**src/rtl/alu_pkg.sv**
```systemverilog
// Shared ALU definitions: datapath width and the
// multiplier sequencer state encoding.
package alu_pkg;
  localparam int ALU_WIDTH = 32;
  localparam int ALU_CNT_W = $clog2(ALU_WIDTH);

  typedef enum logic [1:0] {
    MUL_IDLE = 2'd0,
    MUL_RUN  = 2'd1,
    MUL_DONE = 2'd2
  } mul_state_e;
endpackage

```
**src/rtl/mul_ctrl.sv**
```systemverilog
// Shift-add multiplier sequencer: handshake FSM plus
// iteration counter, emitting load/step/done strobes.
module mul_ctrl
  import alu_pkg::*;
#(
  parameter int WIDTH = ALU_WIDTH,
  parameter int CNT_W = ALU_CNT_W
) (
  input  logic clk,
  input  logic rst,
  input  logic in_valid,
  input  logic out_ready,
  output logic in_ready,
  output logic busy,
  output logic load,
  output logic step,
  output logic done_state
);

  mul_state_e       state;
  mul_state_e       nxt;
  logic [CNT_W-1:0] cnt;
  logic             last;

  assign last = (cnt == CNT_W'(WIDTH - 1));

  always_ff @(posedge clk) begin
    if (rst) begin
      state <= MUL_IDLE;
      cnt   <= '0;
    end else begin
      state <= nxt;
      if (load)
        cnt <= '0;
      else if (step)
        cnt <= cnt + CNT_W'(1);
    end
  end

  always_comb begin
    nxt = state;
    unique case (state)
      MUL_IDLE: if (in_valid) nxt = MUL_RUN;
      MUL_RUN:  if (last) nxt = MUL_DONE;
      MUL_DONE: if (out_ready) nxt = MUL_IDLE;
      default:  nxt = MUL_IDLE;
    endcase
  end

  always_comb begin
    in_ready   = 1'b0;
    busy       = 1'b0;
    load       = 1'b0;
    step       = 1'b0;
    done_state = 1'b0;
    unique case (state)
      MUL_IDLE: begin
        in_ready = 1'b1;
        load     = in_valid;
      end
      MUL_RUN: begin
        busy = 1'b1;
        step = 1'b1;
      end
      MUL_DONE: begin
        busy       = 1'b1;
        done_state = 1'b1;
      end
      default: ;
    endcase
  end

endmodule

```
**src/rtl/seq_mul_unit.sv**
```systemverilog
// Radix-2 shift-add unsigned multiplier; one adder pass
// per cycle, 2*WIDTH-bit product over valid/ready.
module seq_mul_unit
  import alu_pkg::*;
#(
  parameter int WIDTH = ALU_WIDTH,
  parameter int CNT_W = ALU_CNT_W
) (
  input  logic               clk,
  input  logic               rst,
  input  logic               in_valid,
  output logic               in_ready,
  input  logic [WIDTH-1:0]   a,
  input  logic [WIDTH-1:0]   b,
  output logic               out_valid,
  input  logic               out_ready,
  output logic [2*WIDTH-1:0] product,
  output logic               busy
);

  logic             load;
  logic             step;
  logic             done_state;
  logic [WIDTH-1:0] mcand;
  logic [WIDTH-1:0] acc_hi;
  logic [WIDTH-1:0] acc_lo;
  logic [WIDTH-1:0] sum;
  logic             carry;

  mul_ctrl #(
    .WIDTH(WIDTH),
    .CNT_W(CNT_W)
  ) u_ctrl (
    .clk       (clk),
    .rst       (rst),
    .in_valid  (in_valid),
    .out_ready (out_ready),
    .in_ready  (in_ready),
    .busy      (busy),
    .load      (load),
    .step      (step),
    .done_state(done_state)
  );

  always_comb begin
    if (acc_lo[0])
      {carry, sum} = {1'b0, acc_hi} + {1'b0, mcand};
    else
      {carry, sum} = {1'b0, acc_hi};
  end

  // carry lands in acc_hi MSB through the 2W+1-bit shift
  always_ff @(posedge clk) begin
    if (rst) begin
      mcand  <= '0;
      acc_hi <= '0;
      acc_lo <= '0;
    end else if (load) begin
      mcand  <= a;
      acc_hi <= '0;
      acc_lo <= b;
    end else if (step) begin
      {acc_hi, acc_lo} <= {carry, sum, acc_lo[WIDTH-1:1]};
    end
  end

  assign product   = {acc_hi, acc_lo};
  assign out_valid = done_state;

endmodule

```
**config.mk**
```make
export PLATFORM = sky130hd
export DESIGN_NAME = seq_mul_unit
export DESIGN_NICKNAME = d
export VERILOG_FILES = /design/src/rtl/alu_pkg.sv /design/src/rtl/mul_ctrl.sv /design/src/rtl/seq_mul_unit.sv
export SDC_FILE = /design/constraint.sdc
export NUM_CORES = 1
export LEC_CHECK = 0
export CORE_MARGIN = 3
export CORE_UTILIZATION = 41
export CTS_CLUSTER_SIZE = 14
export DETAILED_ROUTE_END_ITERATION = 8
export GPL_TIMING_DRIVEN = 0
export PLACE_DENSITY = 0.77
export SYNTH_ARGS = -nofsm -noshare
export SYNTH_HDL_FRONTEND = slang
export SYNTH_SLANG_ARGS = --single-unit
```
**constraint.sdc**
```tcl
create_clock -name clk -period 7.63 [get_ports clk]
set_input_delay 1.526 -clock clk [delete_from_list [all_inputs] [get_ports clk]]
set_output_delay 1.526 -clock clk [all_outputs]
set_load 0.01 [all_outputs]
```
After elaboration in Yosys (flattened, before gate mapping)
Index checks and enable logic that the tools add are counted.
{"block": "word_totals", "elab_cells": 31, "inputBits": 68, "out_inout_bits": 67, "regBits": 103}
{"block": "classes", "muxes": 13, "n_eq_ne": 6, "reduce_logical": 5, "addsub": 2}
{"op": "two-way mux 32 bit", "count": 3}
{"op": "adder 32 x 32 -> 33 bit", "count": 1}
{"op": "two-way mux 1 bit", "count": 6}
{"op": "two-way mux 2 bit", "count": 3}
{"op": "one-hot mux 2 bit (3 select lines)", "count": 1}
{"op": "adder 5 x 1 -> 5 bit, second input constant", "count": 1}
{"op": "== test 5 bit, second input constant", "count": 1}
{"op": "!= test 2 bit, second input constant", "count": 2}
{"op": "OR reduction 2 bit", "count": 2}
{"op": "AND reduction 3 bit", "count": 1}
{"op": "== test 2 x 1 -> 1 bit, second input constant", "count": 1}
{"op": "== test 2 bit, second input constant", "count": 1}
{"op": "zero test 2 bit", "count": 1}
{"op": "!= test 2 x 1 -> 1 bit, second input constant", "count": 1}
{"op": "nonzero test 2 bit", "count": 1}

Logic depth before layout (Yosys ltp)
Gate-level depths: netlist of run 1.
{"block": "logic_depth", "word_depth": 4, "mapped_depth": 12, "ltp_nobuf": 12}

Modules after synthesis
A second synthesis of run 1 with hierarchy kept.
{"block": "hier_totals", "cells_unflattened": 738, "area_unflattened_um2": 6195.9}
{"module": "seq_mul_unit", "area_per_inst_um2": 5789.3, "cells_per_inst": 696, "n_inst": 1, "seq_area_each_um2": 1921.8}
{"module": "mul_ctrl", "area_per_inst_um2": 406.6, "cells_per_inst": 42, "n_inst": 1, "seq_area_each_um2": 140.1}

Worst setup path before layout of run 1
Ideal clock, no wire load.
{"block": "synth_path", "path_type": "register to register", "start": "register acc_hi[0]", "end": "register acc_hi[17]", "synth_period_minus_slack_ns": 2.709, "path_slack_ns": 4.921, "t_required_ns": 7.544, "stages_incl_launch_ff": 13, "n_path_buf": 0, "arrival_time_ns": 2.623, "setup_ns": 0.086, "cell_sequence": "dfxtp_1 -> ha_1 -> fa_1 -> a211oi_1 -> o21a_1 -> a21oi_2 -> a32o_2 -> a31oi_1 -> o21bai_1 -> a21oi_1 -> xnor2_1 -> mux2i_1 -> a211oi_1"}
{"block": "synth_via", "elab_chain_cells": 2}
{"item": "start: declaration", "line_no": "seq_mul_unit.sv:25", "source": "logic [WIDTH-1:0] acc_hi;"}
{"item": "start signal: assignment", "line_no": "seq_mul_unit.sv:63", "source": "{acc_hi, acc_lo} <= {carry, sum, acc_lo[WIDTH-1:1]};"}
{"item": "adder 32 x 32 -> 33 bit", "line_no": "seq_mul_unit.sv:47", "source": "{carry, sum} = {1'b0, acc_hi} + {1'b0, mcand};"}
{"item": "two-way mux 32 bit", "line_no": "seq_mul_unit.sv:46", "source": "if (acc_lo[0])"}
Every way passes these cells.
A chain may end at the register's enable or synchronous reset.

Worst setup path in the final report of run 1
{"block": "layout_path", "start": "input in_valid", "end": "register acc_hi[14]"}
{"block": "layout_via", "elab_chain_cells": 2}
{"item": "start: declaration", "line_no": "seq_mul_unit.sv:11", "source": "input logic in_valid,"}
{"item": "two-way mux 1 bit", "line_no": "mul_ctrl.sv:56", "source": "unique case (state)"}
{"item": "OR reduction 2 bit (no line)"}
Every way passes these cells.

==> results.yml, run 1 <==
sta:
  hold_viol: 0
  rsz0062_at_grt: "false"
  post-route-period-util_pct: 43.5
  finalClockSkew_ns: 0.00784
  clock.fmax_mhz: 302
  slew_violations: 0
  fin_ws_ns: 4.31
  final.min_clock_period_ns: 3.32
  tightestPinTransition_ns: 0.845
  finalSetupViolCount: 0
  finalSetupTns_ns: 0
  max_slew_margin_pct: 43.7
clock_network:
  cts_root_buf: "clkbuf_16"
  cts_tree: "yes"
  post_cts_resized: 0
  clk_pin_slew_worst_paths_ns: 0.07
  postCtsSetupBuffers: 0
  clock_latency_ns: 0.36
  cts_hold_buf: 0
  clk_path_buf_depth: 2
  ctsHtreeMaxLevel: 3
  cts_buffers: 9
  clock-sinks: 103
worst_setup_path:
  arrival_ns: 3.60
  critPathRequiredTime_ns: 7.91
  cp_cell_sequence: "clkdlybuf4s50_1 > and2_1 > clkbuf_1 > nor2_1 > clkbuf_1 > o21ai_0 > a21oi_1"
  critPathLaunchType: "primary input"
  reg2reg_setup_slack_ns: 4.56
  path_buf_inv: 3
  crit_slowest_cell: "clkdlybuf4s50_1"
  path_class: "primary input to flip-flop"
  critPathMaxFanout: 10
  reg2reg_depth: 12
  path_delay_family: "buffers and inverters"
  end_kind: "flip-flop"
  slowest_delay_ns: 0.48
  crit_cells: 7
  crit_path_frequent_cell: "clkbuf_1"
routing:
  post_drt_wl_per_cell_um: 16.0
  wl_um: 16300
  drc: 0
  drtAntennaViolNets: 0
  drt_iter0_markers: 296
  vias: 5444
  drt_pass1_iterations: 5
  avgViaCountPerCell: 5.37
power_and_ir_drop:
  leakagePower_nw: 2.96
  peakVddDrop_mv: 0.222
  p_per_area_nw_per_um2: 317
  fin_total_pwr_w: 0.00244
run:
  maxCapViolations: 0
yosys:
  synth_warnings: 0
  synthArstFlopShare_pct: 0
  synth_ff_type: "dfxtp_1"
  yosysUniqueCellTypes: 56
  avgSynthCellArea_um2: 8.47
  yosysSeqAreaShare_pct: 35.4
  syn_nets: 794
  synth_area_um2: 5830
  synthCells: 688
  synth_edf_count: 0
  synth-seq-cells: 103
cells_and_area:
  areaGrowthSynthToFinish_pct: 31.9
  layout-drive-gt1-share_pct: 4.53
  final_nets: 939
  final_cell_mix: "clkdlybuf4s50_1, dfxtp_1, nand2_1"
  fill_cells: 1286
  num_antenna_cells: 0
  final_common_cell: "clkdlybuf4s50_1"
grt:
  antenna_found_initial: 0
  grt_max_degree: 18
  grt_pass1_wl_um: 26200
  overflow: 0
  grt_pass1_vias: 5235
  grt_usage_pct: 20.2
place:
  dp_slack_ns: 3.98
  port_buffers: 134
  gp_congestion: 0.874
  hpwl_um: 12100
floorplan:
  fp.coreArea_um2: 13600
  fp.dieH_um: 125
  io_pins: 135
  num_rows: 42
  fp.dieW_um: 125
  start_util_pct: 43.0
  dieArea_um2: 15700
run_status:
  status: "completed"
hold_path:
  hold_path_depth: 2
  min-delay-path-class: "flip-flop to flip-flop"
## sequential cells by signal, summed over array words and instances, names as in the netlist
register	count
acc_lo	32
mcand	32
acc_hi	32
u_ctrl.state	2
u_ctrl.cnt	5
## Yosys cell counts (all sizes together) (9+ instances only)
cell type  count  area share, %
mux2i         58             10
clkbuf        26            1.7
xnor2         18            2.7
a211oi        48            6.2
ha            37            7.9
dfxtp        103             35
a21o           9            1.2
buf           18            1.7
nand2         93            6.0
nor2          71            4.6
o21ai         28            2.5
inv           11           0.71
a21oi         80            7.2
xor2          14            2.1
## per-layer routing
metal  GRT usage, %  vias up  wire [µm]
met1           25.7     2538       7180
met3           7.29       15       1270
met2           33.3      158       7650
met5              0        -          0
met4           4.15        0        167
li1               -     2733          -
## worst register-to-register path: stages (launching register included)
cell	delay (ns)
dfxtp_1	0.34
ha_1	0.23
fa_1	0.43
a211oi_1	0.29
o21a_1	0.26
a21oi_2	0.11
a32o_2	0.28
a31oi_1	0.27
o21bai_1	0.10
a21oi_1	0.17
xnor2_1	0.14
mux2i_1	0.10
a211oi_1	0.26
## per-stage QoR
| stage | hold WS (ns) | area, µm² | utilization [%] | std cells |
|---|---|---|---|---|
| global route | 0.480 | 7680 | 56.7 | 1014 |
| finish | 0.461 | 7680 | 56.7 | 1014 |
| detailed placement | 0.454 | 7390 | 54.5 | 998 |
| CTS | 0.463 | 7680 | 56.7 | 1014 |
| global placement | 0.446 | 7390 | 54.5 | 998 |
| floorplan | 0.440 | 5830 | - | 688 |
## worst paths after layout
| check | startpoint | end |
|---|---|---|
| hold reg to reg | mcand[29] | mcand[29] |
| setup / recovery | in_valid | acc_hi[14] |
| hold / removal | mcand[29] | mcand[29] |
| setup reg to reg | acc_hi[0] | acc_hi[17] |
## kinds of logic after synthesis
logic type      Yosys count  synth area share, %
buf+inv                  56                 4.27
mux                      58                 9.97
simple gates            198                 14.3
flops                   103                 35.4
xor+xnor                 32                 4.81
compound gates          203                 23.0
fa+ha+maj                38                 8.29
## layout make-up
cell class              instances  area (µm²)  share of cell area, %
multi-input cells             529        3510                   45.7
well taps                     176         220                   2.87
inverters                      11        41.3                  0.537
clock inverters                 7        72.6                  0.944
plain buffers                  45         208                   2.70
clock buffers                   9         225                   2.93
repair buffers                134        1340                   17.5
flip-flops and latches        103        2060                   26.8
## report_power, final
| group | leakage, nW | total (W) | internal, W | switching [W] |
|---|---|---|---|---|
| sequential | 0.845 | 0.000785 | 0.000668 | 0.000118 |
| clock | 0.142 | 0.000472 | 0.000255 | 0.000217 |
| combinational | 1.97 | 0.00118 | 0.000537 | 0.000644 |
| total | 2.96 | 0.00244 | 0.00146 | 0.000979 |
Note: power is estimated with default switching activity, not from simulation.
==> inputs of run 2 (changes only) <==
==> constraint.sdc (replaced) <==
create_clock -name clk -period 3.4 [get_ports clk]
set_input_delay 0.68 -clock clk [delete_from_list [all_inputs] [get_ports clk]]
set_output_delay 0.68 -clock clk [all_outputs]
set_load 0.01 [all_outputs]
==> results of run 2 <==
Same layout as run 1 (identical final DEF). Status: completed.
Among the figures that moved: setup slack after placement 3.98 ns -> 0.423 ns; setup slack after layout 4.31 ns -> 0.329 ns; start point of the critical path in_valid -> acc_hi[0]; end point of the critical path acc_hi[14] -> acc_hi[17]; register-to-register setup slack 4.56 ns -> 0.33 ns; total power 0.00244 W -> 0.00547 W; worst IR drop on VDD 0.222 mV -> 0.499 mV
